**config.mk**
```make
export PLATFORM = sky130hd
export DESIGN_NAME = ex_mem_reg
export DESIGN_NICKNAME = d
export VERILOG_FILES = /design/src/rtl/ex_mem_reg.sv
export SDC_FILE = /design/constraint.sdc
export NUM_CORES = 1
export LEC_CHECK = 0
export CORE_UTILIZATION = 47
export DETAILED_ROUTE_END_ITERATION = 8
export PLACE_DENSITY = 0.83
export SYNTH_ARGS = -nofsm -noshare
export SYNTH_HDL_FRONTEND = slang
export SYNTH_SLANG_ARGS = --single-unit
```
**constraint.sdc**
```tcl
create_clock -name clk -period 1.8 [get_ports clk]
set_input_delay 0.18 -clock clk [delete_from_list [all_inputs] [get_ports clk]]
set_output_delay 0.18 -clock clk [all_outputs]
set_load 0.03 [all_outputs]
```
**src/rtl/ex_mem_reg.sv**
```systemverilog
// EX/MEM pipeline register: two-entry skid buffer between execute and memory,
// owning the speculative and committed zr/neg/ov flag state.
module ex_mem_reg (
  input  logic        clk,
  input  logic        rst,
  input  logic        ex_valid,
  output logic        ex_ready,
  input  logic [2:0]  ex_M,
  input  logic        ex_WB,
  input  logic [2:0]  ex_flags,
  input  logic [2:0]  ex_flag_we,
  input  logic [15:0] ex_addr,
  input  logic [15:0] ex_wdata,
  input  logic [15:0] ex_PC,
  input  logic [15:0] ex_ALU,
  input  logic        flush,
  output logic        mem_valid,
  input  logic        mem_ready,
  output logic [2:0]  M,
  output logic        WB,
  output logic [2:0]  flags,
  output logic [15:0] addr,
  output logic [15:0] wdata,
  output logic [15:0] PC,
  output logic [15:0] ALU
);

  typedef struct packed {
    logic [2:0]  m;
    logic        wb;
    logic [2:0]  fl;
    logic [15:0] addr;
    logic [15:0] wdata;
    logic [15:0] pc;
    logic [15:0] alu;
  } ent_t;

  ent_t       main_q, main_d, skid_q, skid_d, in_ent;
  logic       main_vld_q, main_vld_d, skid_vld_q, skid_vld_d;
  logic [2:0] spec_q, spec_d, commit_q, commit_d, resolved;
  logic       accept, retire;

  assign ex_ready = !skid_vld_q;
  assign accept   = ex_valid & ex_ready & !flush;
  assign retire   = main_vld_q & mem_ready;
  assign resolved = (ex_flag_we & ex_flags) | (~ex_flag_we & spec_q);
  assign in_ent   = '{m: ex_M, wb: ex_WB, fl: resolved, addr: ex_addr,
                      wdata: ex_wdata, pc: ex_PC, alu: ex_ALU};

  always_comb begin
    main_d     = main_q;
    skid_d     = skid_q;
    main_vld_d = main_vld_q;
    skid_vld_d = skid_vld_q;
    commit_d   = retire ? main_q.fl : commit_q;
    spec_d     = spec_q;
    if (flush) begin
      // Data regs keep their last contents so bubble outputs stay put.
      main_vld_d = 1'b0;
      skid_vld_d = 1'b0;
      spec_d     = commit_d;
    end else begin
      if (accept) spec_d = resolved;
      if (!main_vld_q) begin
        if (accept) begin
          main_d     = in_ent;
          main_vld_d = 1'b1;
        end
      end else if (retire) begin
        if (skid_vld_q) begin
          main_d     = skid_q;
          skid_vld_d = 1'b0;
        end else if (accept) begin
          main_d = in_ent;
        end else begin
          main_vld_d = 1'b0;
        end
      end else if (accept) begin
        skid_d     = in_ent;
        skid_vld_d = 1'b1;
      end
    end
  end

  always_ff @(posedge clk or negedge rst) begin
    if (!rst) begin
      main_q     <= '0;
      skid_q     <= '0;
      main_vld_q <= 1'b0;
      skid_vld_q <= 1'b0;
      spec_q     <= '0;
      commit_q   <= '0;
    end else begin
      main_q     <= main_d;
      skid_q     <= skid_d;
      main_vld_q <= main_vld_d;
      skid_vld_q <= skid_vld_d;
      spec_q     <= spec_d;
      commit_q   <= commit_d;
    end
  end

  // Control fields are squashed in bubbles so a stale entry has no side effects.
  assign mem_valid = main_vld_q;
  assign M         = main_vld_q ? main_q.m  : 3'b000;
  assign WB        = main_vld_q ? main_q.wb : 1'b0;
  assign flags     = main_q.fl;
  assign addr      = main_q.addr;
  assign wdata     = main_q.wdata;
  assign PC        = main_q.pc;
  assign ALU       = main_q.alu;

endmodule

```
Yosys cells after proc, flatten, opt, wreduce, memory -nomap -nowiden
Cells that the tools add are included.
{ "totals": {"ff_bits": 150, "latchBits": 0, "ramBits": 0, "mem_bits_ro": 0, "in_bits": 79, "elab_cells": 54, "n_memories": 0} }
{ "classes": {"n_addsub": 0, "mul": 0, "div": 0, "n_lt_le_gt_ge": 0, "eq_ne": 1, "n_shift": 0, "muxes": 18, "n_bitwise": 9, "reduce_logical": 8} }
{ "op_table": {"columns": ["op", "n"], "rows": [
  ["2-to-1 mux 71 bit", 4],
  ["2-to-1 mux 3 bit", 4],
  ["2-to-1 mux 1 bit", 10],
  ["AND 3 bit", 2],
  ["AND reduction 2 bit", 2],
  ["AND reduction 4 bit", 1],
  ["nonzero test 2 bit", 2],
  ["AND 1 bit", 3],
  ["inverter 3 bit", 1],
  ["OR 3 bit", 1],
  ["nonzero test 3 bit", 1],
  ["logical NOT 1 bit", 2],
  ["!= test 2 x 1 -> 1 bit, second input constant", 1],
  ["inverter 1 bit", 2]
]} }

Depth between registers and ports, before layout
{ "logic_depth": {"word_depth": 8, "depth_mapped": 6, "depth_no_buf": 3} }

Worst setup path after synthesis
No wires, ideal clock.
{ "synth_timing": {"path_kind": "register to register", "start": "register skid_vld_q", "end": "register skid_q[0] (netlist bit)", "setup_time_ns": 0.125, "arrival_ns": 1.826, "setup_slack_ns": -0.152, "path_stages_with_launch": 7, "path_buffers": 3, "synth_period_minus_slack_ns": 1.952, "cell_sequence": "dfrtp_1 > buf_2 > or3b_4 > or3b_1 > buf_6 > buf_12 > mux2_4"} }
{ "synth_via": {"elab_chain_len": 4} }
{ "synth_lines": {"columns": ["item", "line", "text"], "rows": [
  ["from (decl)", "39", "logic main_vld_q, main_vld_d, skid_vld_q, skid_vld_d;"],
  ["from (signal assigned)", "97", "skid_vld_q <= skid_vld_d;"],
  ["logical NOT 1 bit", "43", "assign ex_ready = !skid_vld_q;"],
  ["AND 1 bit (2 in series)", "44", "assign accept = ex_valid & ex_ready & !flush;"],
  ["AND reduction 4 bit (no source line)", null, null],
  ["to (signal assigned)", "95", "skid_q <= skid_d;"],
  ["to (decl)", "38", "ent_t main_q, main_d, skid_q, skid_d, in_ent;"]
]} }
Every way passes these cells.
A chain may end at the register's enable or synchronous reset.

Worst setup path after layout
{ "layout_timing": {"start": "register skid_vld_q", "end": "register skid_q[38] (netlist bit)"} }
Same word-level chain as after synthesis.

==> results.md <==
* Pwr/cell area at 1230 nW/um^2
* Top cells by area, synth: dfrtp_1, mux2_2, mux2_4
* Seq. cell area at 3750 sq um
* Post-CTS Setup Inserts at 0
* Hold slack at 0.258 ns
* Core Util, Final at 62.7%
* CP Class: reg -> reg
* Slack of the critical path at -0.0707 ns
* Worst-margin pin slew at 0.415 ns
* TritonCTS Buffers at 17
* Reg2reg start: skid_vld_q
* Post-DP HPWL at 9.44 mm
* Post-synthesis adder-cell area fraction at 0%
* Post-synth EDFFs at 0
* Nets at 675
* First-pass GRT wire length at 22.9 mm
* Worst path required time at 2.09 ns
* Worst hold path class: in -> async
* Register-to-register setup slack at -0.07 ns
* DRT Pass-1 Iters at 4
* XOR/XNOR Fraction of Synth Area at 0%
* FILL cells at 1114
* CP endpoint kind: register
* Status: complete, but fails checks
* Post-placement cell area at 8800 sq um
* Worst reg-to-reg path cell count at 4
* Clock Root Buffer: clkbuf_16
* Area of the multi-input gates at 2980 sq um
* Longest Clk Path Bufs at 2
* Crit path launch type: register
* Yosys cell types at 23
* Number of global-route vias before repair at 4473
* H-tree depth at 4
* Async set-reset flop share out of synthesis at 100%
* Leak Pwr at 4.33 nW
* Fin crit period at 1.87 ns
* Clk pin slew, worst setup/hold paths at 0.06 ns
* Placement row count at 45
* Overflow left after global routing at 0
* End of the worst register-to-register path: skid_q[38]
* Synthesized flop and latch total at 150
* Layout cell share with drive strength beyond 1 at 47.1%
* Antenna violations before repair at 0
* Largest net degree at the start of global routing at 57
* Post-synthesis sequential area ratio at 50.7%
* Max Slew Vio Count at 0
* Area delta synth->final at 29.3%
* Synth top area share at 50.7%
* # setup viols final at 72
* Synth Instances at 488
* Most common cell in the netlist: dfrtp_1
* Post-DR wirelength/cell at 17.5 um
* WL final at 14.3 mm
* Most instantiated cells after synthesis: dfrtp_1, mux2_2, mux2_4, buf_4
* Max IR drop VDD at 0.767 mV
* # DRC at 0
* Worst slew margin at 72.3%
* Die Ht at 127 um
* Via count at 4064
* Diodes inserted at 0
* Failing checks: negative setup slack
* Mapped cell area at 7400 sq um
* Core Region at 15300 sq um
* Vias per Instance at 4.96
* Simple-gate portion of the synthesized area at 1.23%
* GPL Wtd Cong at 0.747
* Main combinational cell family by area after synthesis: multiplexers
* Area leader, netlist: dfrtp_1
* Compound-gate portion of the synthesized area at 1.08%
* Die width at 127 um
* PortBufs at 151
* Primary FF master, synth: dfrtp_1
* Clock sinks at 150
* Crit path max fanout at 31
* Final hold violation count at 0
* Mux cell area share after synthesis at 36.9%
* Syn_area_per_cell at 15.2 sq um
* Synthesis Warnings at 0
* Clock Skews at 0.00841 ns
* GRT Overall Usage at 18.3%
* DIE AREA at 16200 sq um
* Clock tree from TritonCTS: built
* Pre-CTS setup slack at -0.359 ns
* RSZ-0062 raised after global routing: yes
* Initial Util at 48.5%
* Ports at 152
* Initial DRC count at 137
* Final Instance Area at 9570 sq um
* Max-cap violations at 0
* Clk_lat worst skew at 0.41 ns
* Syn_nets at 567
* Final ANT Viol Nets at 0
* Fmax at 535 MHz
* Fin crit share at 104%
* Worst Path Arrival at 2.16 ns
==> cells by family (layout without fill, tap and decap cells) <==
group | count (synthesis) | after routing
multiplexers | 219 | 219
flip-flops | 150 | 150
buffers and inverters | 94 | 215
AND/OR/NAND/NOR | 14 | 14
AO/OA/AOI/OAI | 11 | 11
==> area by class of cell <==
class	instances	area share, %
Sequential cell	150	39.2
Multi-Input combinational cell	244	31.2
Timing Repair Buffer	181	20.1
Clock buffer	18	4.49
Tap cell	211	2.76
Clock inverter	14	2.11
Inverter	2	0.0785
==> flip-flops by register name, indices dropped and copies added (netlist names) <==
name / flops
mem_valid: 1
spec_q: 3
skid_vld_q: 1
wdata: 16
flags: 3
PC: 16
commit_q: 3
ALU: 16
addr: 16
skid_q: 71
main_q: 4
==> per-layer routing <==
layer / wire [um] / global-route usage, % / up-vias / part of all wire (%)
met3: 580 / 4.77 / 17 / 4.0
met2: 7260 / 30.5 / 112 / 51
met5: 0 / 0 / - / 0
li1: - / - / 1866 / -
met4: 263 / 6.37 / 0 / 1.8
met1: 6220 / 23.0 / 2069 / 43
==> worst max-delay path by stage <==
stage / startpoint / to / slack (ns)
2_1_floorplan: skid_vld_q / skid_q[0] / -0.14
3_3_place_gp: ex_valid / skid_q[17] / -0.33
3_5_place_dp: ex_valid / skid_q[40] / -0.36
4_1_cts: skid_vld_q / skid_q[19] / -0.06
5_1_grt: skid_vld_q / skid_q[38] / -0.11
6_report: skid_vld_q / skid_q[38] / -0.07
==> metrics by stage <==
step           cells  power [mW]  TNS, ns
4_1_cts          816        11.8    -3.58
3_3_place_gp     783        7.86   -34.21
3_5_place_dp     783        7.99   -36.66
2_1_floorplan    488        7.17   -10.47
5_1_grt          820        12.3    -7.66
6_report         820        11.8    -3.04
==> placed cells by master (no fill, tap or decap), types with 4 or more instances in the layout <==
cell and instances:
mux2_2 134, dfrtp_1 149, mux2_4 85, buf_12 8, and2_1 4, clkinv_4 5
buf_4 9, buf_6 9, dlygate4sd2_1 5, clkdlybuf4s50_1 144, clkbuf_16 20, bufinv_16 4
==> power by group <==
part	switching [mW]	leakage [nW]	internal (mW)
clock	1.42	0.312	2.34
sequential	0.507	1.79	4.24
combinational	1.36	2.23	1.88
total	3.29	4.33	8.46
==> critical path, cell delays in order (launching register included) <==
cell	delay, ns
dfrtp_1	0.38
or3b_4	0.37
or3b_4	0.44
buf_12	0.20
mux2_4	0.33
==> timing repair <==
item,4_1_cts,5_1_grt
hold buffers,1,0
gates cloned,0,4
gates resized for setup,8,9
pin swaps,1,1
setup endpoints to repair,134,138
hold endpoints to repair,42,0
No activity file was read; power rests on OpenSTA's default activity.
